## src/rtl/cpu_pkg.sv

```systemverilog
// cpu_pkg: shared control-word types for the 5-stage pipeline control tracker.
package cpu_pkg;

  localparam logic [2:0] ALUOP_ADD   = 3'b000;
  localparam logic [2:0] ALUOP_SUB   = 3'b001;
  localparam logic [2:0] ALUOP_RTYPE = 3'b010;
  localparam logic [2:0] ALUOP_AND   = 3'b011;
  localparam logic [2:0] ALUOP_OR    = 3'b100;
  localparam logic [2:0] ALUOP_SLT   = 3'b101;
  localparam logic [2:0] ALUOP_NOP   = 3'b111;

  typedef struct packed {
    logic       reg_dst;
    logic       branch;
    logic       mem_read;
    logic       mem_write;
    logic       mem_to_reg;
    logic       alu_src;
    logic       reg_write;
    logic [2:0] alu_op;
  } ctrl_t;

  localparam ctrl_t CTRL_BUBBLE = '{reg_dst: 1'b0, branch: 1'b0, mem_read: 1'b0,
                                    mem_write: 1'b0, mem_to_reg: 1'b0, alu_src: 1'b0,
                                    reg_write: 1'b0, alu_op: ALUOP_NOP};

  typedef enum logic [1:0] {
    FWD_RF  = 2'b00,
    FWD_WB  = 2'b01,
    FWD_MEM = 2'b10
  } fwd_sel_t;

endpackage

```

## src/rtl/cpu_hazard_unit.sv

```systemverilog
// cpu_hazard_unit: combinational stall / flush / EX forwarding-select logic.
// CPU_FORWARDING_EN defined: forwarding plus load-use stalls only.
// CPU_FORWARDING_EN undefined: no forwarding, stall on any EX/MEM producer.
module cpu_hazard_unit import cpu_pkg::*; #(
  parameter int REG_AW = 5
) (
  input  logic [2:0]        id_alu_op,
  input  logic              id_alu_src,
  input  logic              id_mem_write,
  input  logic [REG_AW-1:0] id_rs,
  input  logic [REG_AW-1:0] id_rt,
  input  logic              ex_mem_read,
  input  logic              ex_reg_write,
  input  logic [REG_AW-1:0] ex_rs,
  input  logic [REG_AW-1:0] ex_rt,
  input  logic [REG_AW-1:0] ex_dst,
  input  logic              mem_reg_write,
  input  logic              mem_branch,
  input  logic [REG_AW-1:0] mem_dst,
  input  logic              wb_reg_write,
  input  logic [REG_AW-1:0] wb_dst,
  input  logic              mem_zero,
  output logic              stall,
  output logic              flush,
  output fwd_sel_t          fwd_a,
  output fwd_sel_t          fwd_b
);

  logic id_live, use_rs, use_rt, raw_stall;

  // An invalid/no-op instruction in ID consumes nothing; r0 never matches.
  assign id_live = (id_alu_op != ALUOP_NOP);
  assign use_rs  = id_live && (id_rs != '0);
  assign use_rt  = id_live && (!id_alu_src || id_mem_write) && (id_rt != '0);

  function automatic logic src_hit(input logic we, input logic [REG_AW-1:0] dst,
                                   input logic urs, input logic [REG_AW-1:0] rs,
                                   input logic urt, input logic [REG_AW-1:0] rt);
    return we && (dst != '0) && ((urs && dst == rs) || (urt && dst == rt));
  endfunction

  assign flush = mem_branch & mem_zero;

`ifdef CPU_FORWARDING_EN
  function automatic fwd_sel_t pick(input logic [REG_AW-1:0] src,
                                    input logic m_we, input logic [REG_AW-1:0] m_dst,
                                    input logic w_we, input logic [REG_AW-1:0] w_dst);
    if (m_we && m_dst != '0 && m_dst == src)      return FWD_MEM;
    else if (w_we && w_dst != '0 && w_dst == src) return FWD_WB;
    else                                          return FWD_RF;
  endfunction

  logic unused_fwd;
  assign unused_fwd = ex_reg_write;

  // Only a load in EX cannot be forwarded in time.
  assign raw_stall = src_hit(ex_mem_read, ex_dst, use_rs, id_rs, use_rt, id_rt);

  // MEM result is newer than WB, so it wins.
  always_comb begin
    fwd_a = pick(ex_rs, mem_reg_write, mem_dst, wb_reg_write, wb_dst);
    fwd_b = pick(ex_rt, mem_reg_write, mem_dst, wb_reg_write, wb_dst);
  end
`else
  logic unused_fwd;
  assign unused_fwd = ^{ex_mem_read, ex_rs, ex_rt, wb_reg_write, wb_dst};

  // Without bypass paths, wait until every producer has reached WB.
  assign raw_stall = src_hit(ex_reg_write, ex_dst, use_rs, id_rs, use_rt, id_rt) ||
                     src_hit(mem_reg_write, mem_dst, use_rs, id_rs, use_rt, id_rt);

  always_comb begin
    fwd_a = FWD_RF;
    fwd_b = FWD_RF;
  end
`endif

  // A taken branch squashes the stalled instruction anyway.
  assign stall = raw_stall & ~flush;

endmodule

```

## src/rtl/cpu_pipe_ctrl.sv

```systemverilog
// cpu_pipe_ctrl: carries decoded controls through ID/EX, EX/MEM, MEM/WB and
// applies stall bubbles and branch flushes. Optional CPU_FORWARDING_EN selects
// EX forwarding instead of full producer stalls (see cpu_hazard_unit).
module cpu_pipe_ctrl import cpu_pkg::*; #(
  parameter int REG_AW = 5
) (
  input  logic              clock__i,
  input  logic              reset_n__i,
  input  logic              RegDst__i,
  input  logic              Branch__i,
  input  logic              MemRead__i,
  input  logic              MemWrite__i,
  input  logic              MemToReg__i,
  input  logic              ALUSrc__i,
  input  logic              RegWrite__i,
  input  logic [2:0]        ALUOp__i,
  input  logic [REG_AW-1:0] id_rs__i,
  input  logic [REG_AW-1:0] id_rt__i,
  input  logic [REG_AW-1:0] id_rd__i,
  input  logic              mem_zero__i,
  output logic              ex_RegDst__o,
  output logic              ex_ALUSrc__o,
  output logic [2:0]        ex_ALUOp__o,
  output logic              mem_MemRead__o,
  output logic              mem_MemWrite__o,
  output logic              mem_Branch__o,
  output logic              wb_MemToReg__o,
  output logic              wb_RegWrite__o,
  output logic [REG_AW-1:0] wb_dst__o,
  output logic [1:0]        fwd_a__o,
  output logic [1:0]        fwd_b__o,
  output logic              stall__o,
  output logic              flush__o
);

  typedef struct packed {
    ctrl_t             ctrl;
    logic [REG_AW-1:0] rs;
    logic [REG_AW-1:0] rt;
    logic [REG_AW-1:0] rd;
  } idex_t;

  typedef struct packed {
    ctrl_t             ctrl;
    logic [REG_AW-1:0] dst;
  } stg_t;

  localparam idex_t IDEX_BUBBLE = '{ctrl: CTRL_BUBBLE, rs: '0, rt: '0, rd: '0};
  localparam stg_t  STG_BUBBLE  = '{ctrl: CTRL_BUBBLE, dst: '0};

  ctrl_t             id_ctrl;
  idex_t             ex_q;
  stg_t              mem_q, wb_q;
  logic [REG_AW-1:0] ex_dst;
  logic              stall, flush;
  fwd_sel_t          fwd_a, fwd_b;
  logic              unused_wb;

  assign id_ctrl = '{reg_dst: RegDst__i, branch: Branch__i, mem_read: MemRead__i,
                     mem_write: MemWrite__i, mem_to_reg: MemToReg__i, alu_src: ALUSrc__i,
                     reg_write: RegWrite__i, alu_op: ALUOp__i};

  assign ex_dst = ex_q.ctrl.reg_dst ? ex_q.rd : ex_q.rt;

  cpu_hazard_unit #(.REG_AW(REG_AW)) u_hazard (
    .id_alu_op     (ALUOp__i),
    .id_alu_src    (ALUSrc__i),
    .id_mem_write  (MemWrite__i),
    .id_rs         (id_rs__i),
    .id_rt         (id_rt__i),
    .ex_mem_read   (ex_q.ctrl.mem_read),
    .ex_reg_write  (ex_q.ctrl.reg_write),
    .ex_rs         (ex_q.rs),
    .ex_rt         (ex_q.rt),
    .ex_dst        (ex_dst),
    .mem_reg_write (mem_q.ctrl.reg_write),
    .mem_branch    (mem_q.ctrl.branch),
    .mem_dst       (mem_q.dst),
    .wb_reg_write  (wb_q.ctrl.reg_write),
    .wb_dst        (wb_q.dst),
    .mem_zero      (mem_zero__i),
    .stall         (stall),
    .flush         (flush),
    .fwd_a         (fwd_a),
    .fwd_b         (fwd_b)
  );

  // Stage registers: stall bubbles ID/EX, flush bubbles ID/EX and EX/MEM,
  // MEM/WB always advances.
  always_ff @(posedge clock__i or negedge reset_n__i) begin
    if (!reset_n__i) begin
      ex_q  <= IDEX_BUBBLE;
      mem_q <= STG_BUBBLE;
      wb_q  <= STG_BUBBLE;
    end else begin
      if (flush || stall) ex_q <= IDEX_BUBBLE;
      else                ex_q <= '{ctrl: id_ctrl, rs: id_rs__i, rt: id_rt__i, rd: id_rd__i};
      if (flush) mem_q <= STG_BUBBLE;
      else       mem_q <= '{ctrl: ex_q.ctrl, dst: ex_dst};
      wb_q <= mem_q;
    end
  end

  // WB only consumes the write-back controls; earlier-stage fields die here.
  assign unused_wb = ^{wb_q.ctrl.reg_dst, wb_q.ctrl.branch, wb_q.ctrl.mem_read,
                       wb_q.ctrl.mem_write, wb_q.ctrl.alu_src, wb_q.ctrl.alu_op};

  assign ex_RegDst__o    = ex_q.ctrl.reg_dst;
  assign ex_ALUSrc__o    = ex_q.ctrl.alu_src;
  assign ex_ALUOp__o     = ex_q.ctrl.alu_op;
  assign mem_MemRead__o  = mem_q.ctrl.mem_read;
  assign mem_MemWrite__o = mem_q.ctrl.mem_write;
  assign mem_Branch__o   = mem_q.ctrl.branch;
  assign wb_MemToReg__o  = wb_q.ctrl.mem_to_reg;
  assign wb_RegWrite__o  = wb_q.ctrl.reg_write;
  assign wb_dst__o       = wb_q.dst;
  assign fwd_a__o        = fwd_a;
  assign fwd_b__o        = fwd_b;
  assign stall__o        = stall;
  assign flush__o        = flush;

endmodule

```

## config.mk

```make
export PLATFORM = sky130hd
export DESIGN_NAME = cpu_pipe_ctrl
export DESIGN_NICKNAME = d
export VERILOG_FILES = /design/src/rtl/cpu_pkg.sv /design/src/rtl/cpu_hazard_unit.sv /design/src/rtl/cpu_pipe_ctrl.sv
export SDC_FILE = /design/constraint.sdc
export NUM_CORES = 1
export LEC_CHECK = 0
export ABC_AREA = 0
export BUFFER_PORTS_ARGS = -buffer_cell sky130_fd_sc_hd__buf_2
export CELL_PAD_IN_SITES_DETAIL_PLACEMENT = 0
export CELL_PAD_IN_SITES_GLOBAL_PLACEMENT = 1
export CORE_UTILIZATION = 36
export DETAILED_ROUTE_END_ITERATION = 10
export HOLD_SLACK_MARGIN = 0.05
export MAX_ROUTING_LAYER = met4
export PLACE_DENSITY = 0.85
export SKIP_LAST_GASP = 1
export SLEW_MARGIN = 10
export SYNTH_ARGS = -nofsm -noshare
export SYNTH_HDL_FRONTEND = slang
export SYNTH_HIERARCHICAL = 1
export SYNTH_SLANG_ARGS = --single-unit
```

## constraint.sdc

```tcl
create_clock -name clock__i -period 2.1 [get_ports clock__i]
set_clock_uncertainty 0.2 [all_clocks]
set_input_delay 0.42 -clock clock__i [delete_from_list [all_inputs] [get_ports clock__i]]
set_output_delay 0.42 -clock clock__i [all_outputs]
set_load 0.02 [all_outputs]
```

Word-level counts from Yosys, hierarchy flattened
Index checks and enable logic that the tools add are counted.
- equality and inequality tests: 5
- mux-type cells: 3
- bitwise operators: 3
- reduce and logical (&&, ||, !) cells: 21
- operator list (kind ; number):
    25-bit 2-to-1 mux ; 1
    5-bit == test ; 4
    5-bit nonzero test ; 4
    14-bit 2-to-1 mux ; 1
    1-bit logical AND ; 11
    1-bit logical OR ; 5
    5-bit 2-to-1 mux ; 1
    3-bit != test (second input constant) ; 1
    1-bit bitwise AND ; 2
    1-bit zero test ; 1
    1-bit inverter ; 1
- bits in registers: 37
- input bits: 28

Longest topological paths before layout
- word-level depth: 11
- depth in mapped cells: 9
- gate-level depth less buffers: 8

Modules after synthesis
The synthesis kept the hierarchy.
- by module, submodules not included (module ; times used ; cells each ; area an instance (um^2) ; sequential area each (um^2)):
    cpu_pipe_ctrl ; 1 ; 89 ; 1383.8 ; 1054.8
    cpu_hazard_unit ; 1 ; 48 ; 349.1 ; 0.0

Least setup slack after synthesis
OpenSTA, ideal clock, no wires.
- path type: register -> register
- start: register ex_q (netlist bit ex_RegDst__o)
- end: register ex_q (netlist bit ex_ALUSrc__o)
- data arrival time: 2301 ps
- data required time: 1781 ps
- slack: -520 ps
- stages on the path, launching flop included: 9
- path buffers: 1
- cells stage by stage: dfrtp_1 -> mux2_2 -> xor2_1 -> nor4_1 -> nor2_1 -> o22ai_1 -> nor2_1 -> clkbuf_2 -> and2_1
- longest elaborated chain between the ends: 9
- elaborated cells between the ends (all ways): 13
- those cells by class: 2 x eq/ne; 2 x mux; 1 x bitwise; 8 x reduce/logical
- RTL lines (item ; RTL line ; text):
    start, declared ; cpu_pipe_ctrl.sv:52 ; idex_t ex_q;
    start signal, assigned ; cpu_pipe_ctrl.sv:97 ; else ex_q <= '{ctrl: id_ctrl, rs: id_rs__i, rt: id_rt__i, rd: id_rd__i};
    5-bit 2-to-1 mux (*) ; cpu_pipe_ctrl.sv:63 ; assign ex_dst = ex_q.ctrl.reg_dst ? ex_q.rd : ex_q.rt;
    named net ex_dst[4] ; cpu_pipe_ctrl.sv:54 ; logic [REG_AW-1:0] ex_dst;
    5-bit == test ; cpu_hazard_unit.sv:39 ; return we && (dst != '0) && ((urs && dst == rs) || (urt && dst == rt));
    1-bit logical AND ; cpu_hazard_unit.sv:39 ;
    1-bit logical OR ; cpu_hazard_unit.sv:39 ;
    1-bit logical AND (*) ; cpu_hazard_unit.sv:39 ;
    1-bit logical OR (*) ; cpu_hazard_unit.sv:69 ; assign raw_stall = src_hit(ex_reg_write, ex_dst, use_rs, id_rs, use_rt, id_rt) ||
    1-bit bitwise AND (*) ; cpu_hazard_unit.sv:79 ; assign stall = raw_stall & ~flush;
    named net stall__o ; cpu_pipe_ctrl.sv:32 ; output logic stall__o,
    1-bit logical OR (*) ; cpu_pipe_ctrl.sv:96 ; if (flush || stall) ex_q <= IDEX_BUBBLE;
    25-bit 2-to-1 mux (*) ; cpu_pipe_ctrl.sv:96 ;
The timed path passes the listed nets; every way through them passes the cells marked *.

Worst setup path in the final report
- start: register ex_q (netlist bit ex_RegDst__o)
- end: output port stall__o
- longest elaborated chain between the ends: 7
- elaborated cells between the ends (all ways): 11
- those cells by class: 2 x eq/ne; 1 x mux; 1 x bitwise; 7 x reduce/logical
- RTL lines (item ; RTL line):
    5-bit 2-to-1 mux (*) ; cpu_pipe_ctrl.sv:63
    named net ex_dst[3] ; cpu_pipe_ctrl.sv:54
    5-bit == test ; cpu_hazard_unit.sv:39
    1-bit logical AND ; cpu_hazard_unit.sv:39
    1-bit logical OR ; cpu_hazard_unit.sv:39
    1-bit logical AND (*) ; cpu_hazard_unit.sv:39
    1-bit logical OR (*) ; cpu_hazard_unit.sv:69
    1-bit bitwise AND (*) ; cpu_hazard_unit.sv:79
    end, declared ; cpu_pipe_ctrl.sv:32
Marks and branches as above.

==> key figures <==
Outcome
  – Status: finished, violations left
  – Failing checks: setup timing

Cells and area
  – Fraction of layout cells with a size suffix above 1: 0.505
  – Synthesis-to-layout area growth: 36.7%
  – Net count, final: 221
  – Filler Cell Count: 357
  – Register area: 931 sq um
  – Multi-input logic area: 648 sq um
  – Cell area after layout: 2160 sq um
  – N_diodes: 0

Worst setup path
  – Critical Path Fanout Max: 6
  – CP startpoint: ex_RegDst__o
  – Worst Setup Start Kind: flop
  – Arrival time worst endpoint: 2.13 ns
  – Crit path capture type: output pin
  – Worst Path Required: 1.48 ns
  – Reg-to-reg startpoint: ex_RegDst__o
  – Worst Setup Path Type: flop to output pin
  – Reg2reg path depth: 8

Flow run
  – Max Cap Viol: 0

Global route
  – Gr usage total: 0.162
  – Initial antenna violation count: 0
  – Total grt overflow: 0
  – Largest net degree at the start of global routing: 16
  – Vias in the first global route: 1139
  – First-pass GRT wire length: 5080 microns

STA
  – Final slew viol count: 0
  – Hold_ws: 0.138 ns
  – Final count of negative-setup-slack endpoints: 21
  – Final period util: 1.31
  – RSZ-0062 raised after global routing: true
  – Hold Vio Cnt, Final: 0
  – Achievable Freq: 364 MHz
  – Setup slack after layout: -0.649 ns
  – Final worst path period need: 2.75 ns

Placed design
  – Port-buffer cells: 44
  – Post-DP HPWL: 2360 microns
  – Placed Area: 1940 sq um
  – Final GP Congestion: 0.845

Synth
  – Yosys warnings: 6
  – Mapped Cells: 127
  – Mapped Area: 1580 sq um
  – Synthesized area per cell: 12.4 sq um

Routing
  – Total number of vias: 1130
  – 1st-iter DRT viols: 61
  – DR pass1 iterations: 4
  – Avg WL per Cell: 14.3 microns
  – Final WL: 3480 microns
  – DRT antenna net count: 0
  – Via-to-Cell Ratio: 4.63
  – Detailed-route DRC error count: 0

Floorplan
  – Die area: 4650 sq um
  – Die width: 68.2 microns
  – Die Height: 68.2 microns
  – I/O pins: 49
  – Core footprint: 4120 sq um
  – Rows: 23
  – Initial Util: 0.383

Clocking
  – CTS tree: built
  – Clock sinks: 37
  – CTS max path bufs: 2
  – Clock H-tree levels: 2
  – TritonCTS Buffers: 5
  – Clock root cell: clkbuf_8
  – Worst-Skew Late Latency: 0.29 ns
  – Worst-path clk slew: 0.07 ns

Power
  – Overall Power: 1.84 mW
  – Total power divided by cell area: 852 nW/um^2
  – Lkg Pwr: 1.06 nW
  – Maximum vdd drop: 0.241 mV

Min path
  – Hold Crit Depth: 2
  – Hold path start: id_rd__i[0]
  – HP Class: input pin to flop
## power breakdown
part           switching, mW  internal, mW
Sequential            0.0465         0.803
Combinational          0.225         0.228
Clock                  0.238         0.296
Total                  0.509          1.33
## placed cells by master, fill, tap and decap left out, types with 2 or more instances in the layout
cell	count
buf_2	43
dfrtp_1	33
buf_4	18
xnor2_1	11
and2_4	9
and2_1	8
xor2_1	8
clkbuf_8	7
nor2b_1	5
nand3_1	5
and2b_1	4
buf_6	4
conb_1	4
or3_1	3
mux2_4	3
dfstp_2	3
or4_1	3
nor4_1	3
mux2_2	2
inv_1	2
o211ai_1	2
nor2_1	2
## registers in the layout, indices dropped and copies added (netlist names)
register,cells
mem_Branch__o,1
wb_MemToReg__o,1
wb_dst__o,5
ex_q,15
wb_RegWrite__o,1
mem_MemRead__o,1
ex_RegDst__o,1
ex_ALUSrc__o,1
mem_q,7
mem_MemWrite__o,1
ex_ALUOp__o,3
## worst max-delay path, cell delays in order, from the launching register on
cell     delay (ns)
dfrtp_2        0.46
mux2_4         0.33
buf_4          0.15
xnor2_2        0.18
nand3_1        0.10
nor4_1         0.19
nor2_1         0.11
o22ai_2        0.17
buf_6          0.15
## path summary, 6_finish.rpt
path / to / slack (ns)
worst max-delay path: stall__o / -0.65
worst min-delay path: ex_q[0] / 0.14
worst max register to register: ex_ALUOp__o[0] / -0.50
worst min register to register: wb_MemToReg__o / 0.16
max in group asynchronous: ex_RegDst__o / 0.83
min in group asynchronous: mem_q[8] / 0.36
## layer usage
layer / up-vias / global-route usage / routed length, microns
met5: - / - / 0
met4: 0 / 0.0781 / 60
met3: 7 / 0.0500 / 182
met2: 38 / 0.272 / 1810
met1: 546 / 0.171 / 1430
li1: 539 / - / -
## area by class of cell
cell class,instances,share of cell area
tap,50,0.0290
clock inverter,1,0.00232
timing repair buffer,66,0.188
sequential,37,0.432
clock buffer,7,0.0447
multi-input combinational,81,0.301
inverter,2,0.00348
## timing repair
| item | in CTS | in global routing |
|---|---|---|
| pin swaps | 4 | 9 |
| hold endpoints to repair | 10 | 0 |
| resized for setup | 6 | 15 |
| hold buffers | 1 | 0 |
| buffers inserted | 5 | 2 |
| setup endpoints to repair | 21 | 21 |
| gates cloned | 1 | 1 |
## through the flow
step                      setup slack (ns)  setup TNS, ns  instances   util
after global routing                -0.717         -11.54        244  0.524
final                               -0.649          -9.92        244  0.524
after global placement              -0.307          -4.99        228  0.471
after detailed placement            -0.315          -5.19        228  0.471
after floorplan                     -0.294          -5.20        130      -
after CTS                           -0.598          -8.76        243  0.519
No activity file was read; power rests on OpenSTA's default activity.
